$ cat src/rtl/mac_operand_sequencer.sv
// Operand feeder for mac_unit: buffers operand pairs, issues one multiply at a time,
// and returns the accumulator as a dot-product result when the last element completes.
module mac_operand_sequencer #(
  parameter int DEPTH   = 4,
  parameter int CNT_W   = 8,
  parameter int TIMEOUT = 64
) (
  input  logic             clk,
  input  logic             rst,
  input  logic             in_valid,
  output logic             in_ready,
  input  logic [31:0]      in_rs1,
  input  logic [31:0]      in_rs2,
  input  logic             in_rs1_signed,
  input  logic             in_rs2_signed,
  input  logic             in_last,
  output logic [31:0]      mac_rs1,
  output logic [31:0]      mac_rs2,
  output logic             mac_rs1_signed,
  output logic             mac_rs2_signed,
  output logic             mac_start,
  output logic             mac_clear,
  input  logic             mac_acc_valid,
  input  logic             mac_acc_busy,
  input  logic [63:0]      mac_result,
  output logic             dot_valid,
  input  logic             dot_ready,
  output logic [63:0]      dot_result,
  output logic [CNT_W-1:0] dot_count,
  output logic             error
);
  localparam int AW = (DEPTH > 1) ? $clog2(DEPTH) : 1;
  localparam int TW = $clog2(TIMEOUT + 1);

  typedef struct packed {
    logic [31:0] rs1;
    logic [31:0] rs2;
    logic        rs1_signed;
    logic        rs2_signed;
    logic        last;
  } entry_t;

  typedef enum logic [2:0] {IDLE, CLEAR, ISSUE, WAIT, DONE} state_t;

  entry_t          mem [DEPTH];
  entry_t          entry_in, hold;
  logic [AW-1:0]   wr_ptr, rd_ptr;
  logic [AW:0]     count, count_nxt;
  logic            push, pop, empty;
  state_t          state, state_nxt;
  logic            first_elem;
  logic [TW-1:0]   wait_cnt;
  logic            acc_ok, tmo;

  assign entry_in = '{rs1: in_rs1, rs2: in_rs2, rs1_signed: in_rs1_signed,
                      rs2_signed: in_rs2_signed, last: in_last};
  assign push  = in_valid & in_ready;
  assign empty = (count == '0);

  always_comb begin
    count_nxt = count;
    case ({push, pop})
      2'b10:   count_nxt = count + 1'b1;
      2'b01:   count_nxt = count - 1'b1;
      default: count_nxt = count;
    endcase
  end

  // in_ready is registered so it reads 0 throughout reset and whenever the FIFO is full
  always_ff @(posedge clk or negedge rst) begin
    if (!rst) begin
      wr_ptr   <= '0;
      rd_ptr   <= '0;
      count    <= '0;
      in_ready <= 1'b0;
    end else begin
      if (push) wr_ptr <= wr_ptr + 1'b1;
      if (pop)  rd_ptr <= rd_ptr + 1'b1;
      count    <= count_nxt;
      in_ready <= (count_nxt != (AW+1)'(DEPTH));
    end
  end

  always_ff @(posedge clk) begin
    if (push) mem[wr_ptr] <= entry_in;
  end

  // Head is popped into the holding register on entry to ISSUE, so operands are
  // already stable during the mac_start cycle.
  always_comb begin
    state_nxt = state;
    pop       = 1'b0;
    acc_ok    = 1'b0;
    tmo       = 1'b0;
    case (state)
      IDLE: if (!empty && !mac_acc_busy) begin
        if (first_elem) state_nxt = CLEAR;
        else begin
          state_nxt = ISSUE;
          pop       = 1'b1;
        end
      end
      CLEAR: begin
        state_nxt = ISSUE;
        pop       = 1'b1;
      end
      ISSUE: state_nxt = WAIT;
      WAIT: begin
        // acc_valid in the first WAIT cycle belongs to an older operation
        if (mac_acc_valid && wait_cnt != '0) begin
          acc_ok = 1'b1;
          if (hold.last) state_nxt = DONE;
          else if (!empty && !mac_acc_busy) begin
            state_nxt = ISSUE;
            pop       = 1'b1;
          end else state_nxt = IDLE;
        end else if (wait_cnt == TW'(TIMEOUT - 1)) begin
          tmo       = 1'b1;
          state_nxt = DONE;
        end
      end
      DONE: if (dot_ready) state_nxt = IDLE;
      default: state_nxt = IDLE;
    endcase
  end

  always_ff @(posedge clk or negedge rst) begin
    if (!rst) begin
      state      <= IDLE;
      hold       <= '0;
      first_elem <= 1'b1;
      wait_cnt   <= '0;
      dot_result <= '0;
      dot_count  <= '0;
      error      <= 1'b0;
    end else begin
      state    <= state_nxt;
      wait_cnt <= (state == WAIT) ? wait_cnt + 1'b1 : '0;
      if (pop) hold <= mem[rd_ptr];
      if (state == CLEAR) dot_count <= '0;
      else if (acc_ok && dot_count != {CNT_W{1'b1}}) dot_count <= dot_count + 1'b1;
      if ((acc_ok && hold.last) || tmo) dot_result <= mac_result;
      if (acc_ok && !hold.last) first_elem <= 1'b0;
      else if (state == DONE && dot_ready) first_elem <= 1'b1;
      if (tmo) error <= 1'b1;
    end
  end

  assign mac_rs1        = hold.rs1;
  assign mac_rs2        = hold.rs2;
  assign mac_rs1_signed = hold.rs1_signed;
  assign mac_rs2_signed = hold.rs2_signed;
  assign mac_start      = (state == ISSUE);
  assign mac_clear      = (state == CLEAR);
  assign dot_valid      = (state == DONE);

endmodule

$ cat config.mk
export PLATFORM = sky130hd
export DESIGN_NAME = mac_operand_sequencer
export DESIGN_NICKNAME = d
export VERILOG_FILES = /design/src/rtl/mac_operand_sequencer.sv
export SDC_FILE = /design/constraint.sdc
export NUM_CORES = 1
export LEC_CHECK = 0
export BUFFER_PORTS_ARGS = -buffer_cell sky130_fd_sc_hd__buf_2
export CAP_MARGIN = 40
export CORE_UTILIZATION = 60
export DETAILED_ROUTE_END_ITERATION = 10
export PLACE_DENSITY_LB_ADDON = 0.3
export SYNTH_ARGS = -nofsm -noshare
export SYNTH_HDL_FRONTEND = slang
export SYNTH_SLANG_ARGS = --single-unit
$ cat constraint.sdc
create_clock -name clk -period 4.8 [get_ports clk]
set_input_delay 0.72 -clock clk [delete_from_list [all_inputs] [get_ports clk]]
set_output_delay 0.72 -clock clk [all_outputs]
set_load 0.03 [all_outputs]
# Word-level counts from Yosys, hierarchy flattened
# Memories as Yosys holds them, arrays and structs flattened. A register that Yosys moved wholly into a read port is not among the register bits.
# Cells that the tools add are included.
[word_totals] ff_bits=92 n_memories=1 ram_bits=268 output_inout_bits=143
[mem_list] name="mem" words=4 word_bits=67 read_ports=1 rd_ports_with_merged_regs=1 write_ports=1 line_no="45" text="entry_t mem [DEPTH];"
[classes] eq_ne=12 bitwise_logic=1 n_mux=27 reduce_logical=17 n_addsub=6
[ops] op="two-way mux 8 bit" n=2
[ops] op="two-way mux 3 bit" n=5
[ops] op="one-hot mux 3 bit (5 select lines)" n=1
[ops] op="two-way mux 1 bit" n=14
[ops] op="adder 8 x 1 -> 8 bit (second input constant)" n=1
[ops] op="!= test 8 bit (second input constant)" n=1
[ops] op="adder 7 x 1 -> 7 bit (second input constant)" n=1
[ops] op="equality test 7 x 6 -> 1 bit (second input constant)" n=1
[ops] op="two-way mux 7 bit" n=1
[ops] op="nonzero test 7 bit" n=1
[ops] op="equality test 3 x 2 -> 1 bit (second input constant)" n=2
[ops] op="logical AND 1 bit" n=6
[ops] op="logical NOT 3 bit" n=2
[ops] op="!= test 3 bit (second input constant)" n=2
[ops] op="one-hot mux 3 bit (2 select lines)" n=1
[ops] op="adder 2 x 1 -> 2 bit (second input constant)" n=2
[ops] op="logical NOT 1 bit" n=4
[ops] op="two-way mux 2 bit" n=2
[ops] op="nonzero test 2 bit" n=2
[ops] op="adder 3 x 1 -> 3 bit (second input constant)" n=1
[ops] op="equality test 3 x 1 -> 1 bit (second input constant)" n=1
[ops] op="equality test 3 bit (second input constant)" n=1
[ops] op="one-hot mux 1 bit (3 select lines)" n=1
[ops] op="AND reduction 3 bit" n=1
[ops] op="7 further kinds" n=7

# Depth between registers and ports, before layout
[logic_depth] ltp_word=10 ltp_mapped=14 depth_no_buf=13

# Worst setup path after synthesis
# No wires, ideal clock.
[synth_path] path_type="register -> register" startpoint="reg wait_cnt[0]" endpoint="reg in_ready" t_arrival_ps=2728 path_stages_with_launch=14 path_slack_ps=2008 cell_sequence="dfrtp_1 -> inv_1 -> ha_1 -> or4b_4 -> o31a_1 -> a21oi_4 -> buf_4 -> inv_1 -> ha_1 -> inv_1 -> fa_1 -> mux2i_1 -> nor2_1 -> nand2_1"
[synth_between] elab_chain_len=7 elab_cells_between_ends=8 cone_classes="eq/ne: 3; mux: 3; reduce/logical: 2"
[synth_rtl] element="start: declaration" line_no="52" text="logic [TW-1:0] wait_cnt;"
[synth_rtl] element="start signal: assignment" line_no="138" text="wait_cnt <= (state == WAIT) ? wait_cnt + 1'b1 : '0;"
[synth_rtl] element="nonzero test 7 bit *" line_no="110" text="if (mac_acc_valid && wait_cnt != '0) begin"
[synth_rtl] element="logical AND 1 bit *" line_no="110"
[synth_rtl] element="two-way mux 1 bit *" line_no="110"
[synth_rtl] element="one-hot mux 1 bit (3 select lines) *" line_no="95" text="case (state)"
[synth_rtl] element="net pop" line_no="49" text="logic push, pop, empty;"
[synth_rtl] element="equality test 2 x 1 -> 1 bit or equality test 2 bit (tied branches)" line_no="62" text="case ({push, pop})"
[synth_rtl] element="one-hot mux 3 bit (2 select lines) *" line_no="62"
[synth_rtl] element="net count_nxt[1]" line_no="48" text="logic [AW:0] count, count_nxt;"
[synth_rtl] element="!= test 3 bit *" line_no="80" text="in_ready <= (count_nxt != (AW+1)'(DEPTH));"
[synth_rtl] element="end signal: assignment" line_no="80"
[synth_rtl] element="end: declaration" line_no="11" text="output logic in_ready,"
# The timed path passes the listed nets; every way through them passes the cells marked *.
# A chain may end at the register's enable or synchronous reset.

# Worst setup path in the final report
# Ends and elaborated chain as after synthesis.

==> out/results.tsv <==
metric	value	unit
synth_area_leaders	edfxtp_1, dfrtp_1, mux4_2, mux2_2, buf_4	
postSynthAreaPerCell	19.4	um^2
syn_area	16500	um^2
portBuffers	279	
viasPerCell	5.59	
finalHoldViolations	0	
die_h	168	um
ff2ff_path_depth	12	
min_period_over_period	58.3	%
ys.flop_type	edfxtp_1	
grt_max_degree	69	
place_congestion	0.789	
r2r_start	wait_cnt[0]$_DFF_PN0_	
post-route-min-period	2800	ps
synth-edff-count	268	
cts_resized	0	
tightest_slew	788	ps
clockBufferDepth	3	
path_common_cell	inv_1	
max_slew_margin	47.4	%
slew_viol_final	0	
clkSinkCount	427	
status	completed	
hold_class	in2async	
dp_hpwl	18500	um
async_flop_share	37.2	%
htreeDepth	2	
timing.rr.end	in_ready$_DFF_PN0_	
clock_latency	530	ps
start_util	61.3	%
ant_nets	0	
yosys_register_bits	427	
row_count	60	
dr_total_vias	8199	
skew	16.3	ps
ir_drop	0.401	mV
cp-start-kind	flip-flop	
drc	0	
grt_pass1_wl	46800	um
crit_chain	inv_1 -> ha_1 -> or4b_4 -> o31a_1 -> a21oi_4 -> inv_1 -> ha_1 -> inv_1 -> fa_1 -> mux2i_1 -> nor2_1 -> nand2_1	
io_pins	280	
critPathTopFamily	adder cells	
antenna_found_initial	7	
cp-end-kind	flip-flop	
yosysWarnings	0	
utilization	71.3	%
crit_type	reg2reg	
numCtsBuffers	41	
power.density	689	nW/um^2
clk_pin_slew_worst_paths	60	ps
tritoncts	yes	
ys_types	51	
grt_pass1_vias	8615	
syn_inst	852	
fp.dieW	168	um
cp.required	5260	ps
ys_seq_area_share	72.8	%
maxCapViolCount	0	
post_cts_buffers	0	
num-fill-cells	1718	
grt_overflow	0	
finalSetupViolations	0	
setup_slack	2000	ps
synth_top_cell_area_share	48.7	%
die_area	28200	um^2
cts_root_buf	clkbuf_16	
dr.pass1.iters	4	
crit_path_top_delay_cell	or4b_4	
arrival	3250	ps
ff2ff_setup_slack	2000	ps
place_ws	1990	ps
multi_input_area	3810	um^2
drive_gt1_share	49.4	%
rsz0062_at_grt	no	
grt_usage	22.0	%
wire_per_inst	20.5	um
syn-num-nets	998	
finalNetCount	1237	
crit_fanout	4	
hold_buffers	0	
coreArea	27000	um^2
fmax	0.358	GHz
ff_latch_area	12000	um^2
synth_top_area_cell	edfxtp_1	
synthToLayoutAreaGrowth	16.2	%
power_leakage	7.59	nW
drt_wl_total	30100	um
critPathBufInv	3	
setup_tns	0	ps
cp_slowest_stage_delay	480	ps
initialDrtViolationCount	474	
## cell families (layout without fill, tap and decap cells)
family                   after synthesis  count (layout)  synth area share [%]
multiplexers                         202             202                  18.3
AO/OA/AOI/OAI                         29              29                  1.31
other                                  0               3                     0
XOR/XNOR                              10              10                 0.530
AND/OR/NAND/NOR                       62              62                  2.05
buffers and inverters                113             384                  4.29
flip-flops                           427             427                  72.8
adder cells (fa/ha/maj)                9               9                 0.727
## worst max path at each step
stage,startpoint,endpoint,slack [ps],cells past startpoint
floorplan,wait_cnt[0]$_DFF_PN0_,in_ready$_DFF_PN0_,2010,13
global placement,wait_cnt[0]$_DFF_PN0_,dot_result[61]$_DFFE_PN0P_,1860,7
detailed placement,mac_acc_valid,in_ready$_DFF_PN0_,1990,12
CTS,wait_cnt[0]$_DFF_PN0_,in_ready$_DFF_PN0_,2010,12
global route,wait_cnt[0]$_DFF_PN0_,in_ready$_DFF_PN0_,1830,12
finish,wait_cnt[0]$_DFF_PN0_,in_ready$_DFF_PN0_,2000,12
## stage by stage
stage / hold slack [ps] / instances / cell area, um^2 / total power, mW
global placement: 455 / 1382 / 17800 / 10.1
CTS: 236 / 1464 / 19200 / 13.4
finish: 174 / 1467 / 19200 / 13.2
global route: 250 / 1465 / 19200 / 13.9
detailed placement: 475 / 1389 / 17900 / 10.4
floorplan: 424 / 852 / 16500 / 9.34
## layout make-up
class | instances | share of cell area (%)
sequential | 427 | 62.7
clock inverter | 18 | 0.586
inverter | 14 | 0.274
antenna | 3 | 0.0391
tap | 341 | 2.22
clock buffer | 57 | 5.92
multi-input combinational | 312 | 19.8
timing repair buffer | 295 | 8.46
## synth_stat cells (3+ instances only)
cell type    n
buf_2        9
o31ai_1      7
xnor2_1      6
ha_1         8
nor3_1       6
edfxtp_1   268
nor2_1      14
buf_4       69
mux2_2     122
o21ai_0      3
inv_1       14
xor2_1       4
and3_1       4
clkbuf_1    18
nand2_1      9
nand3_1      9
dfrtp_1    158
mux2_1      10
mux2i_1      3
mux4_2      67
a21oi_1      5
## placed cells by master, fill, tap and decap left out, types with 2 or more instances in the layout
cell,n
buf_2,278
edfxtp_1,268
dfrtp_1,156
mux2_2,122
mux4_2,67
clkbuf_16,41
inv_1,14
nor2_1,14
clkbuf_1,11
mux2_1,10
nand3_1,9
nand2_1,9
buf_4,9
ha_1,8
clkinv_1,8
o31ai_1,7
clkinv_2,7
nor3_1,6
xnor2_1,6
a21oi_1,5
clkbuf_8,5
buf_12,5
xor2_1,4
and3_4,4
diode_2,3
mux2i_1,3
o21ai_0,3
or3_1,2
or3b_2,2
nand2b_1,2
nand3b_1,2
or2_2,2
nand4_1,2
o311ai_0,2
o211ai_1,2
inv_6,2
buf_16,2
dfrtp_4,2
## metal layers
layer	up-vias	GRT usage [%]	part of all wire, %
met5	-	0	0.15
met4	8	6.82	2.4
met3	67	5.36	6.8
met2	271	38.7	51
met1	4142	26.9	39
li1	3711	-	-
## registers in the layout (all words and copies together) (netlist names)
register and count:
count 3, rd_ptr 2, in_ready 1, mac_rs1 32, mac_rs2 32, dot_result 64
mem 268, dot_count 8, hold 1, mac_rs2_signed 1, error 1, mac_rs1_signed 1
wr_ptr 2, wait_cnt 7, first_elem 1, state 3
## power by group
group | internal [mW] | switching [mW] | total, mW
combinational | 1.97 | 2.71 | 4.68
clock | 1.71 | 1.28 | 2.99
sequential | 5.05 | 0.513 | 5.56
Note: power is estimated with default switching activity, not from simulation.
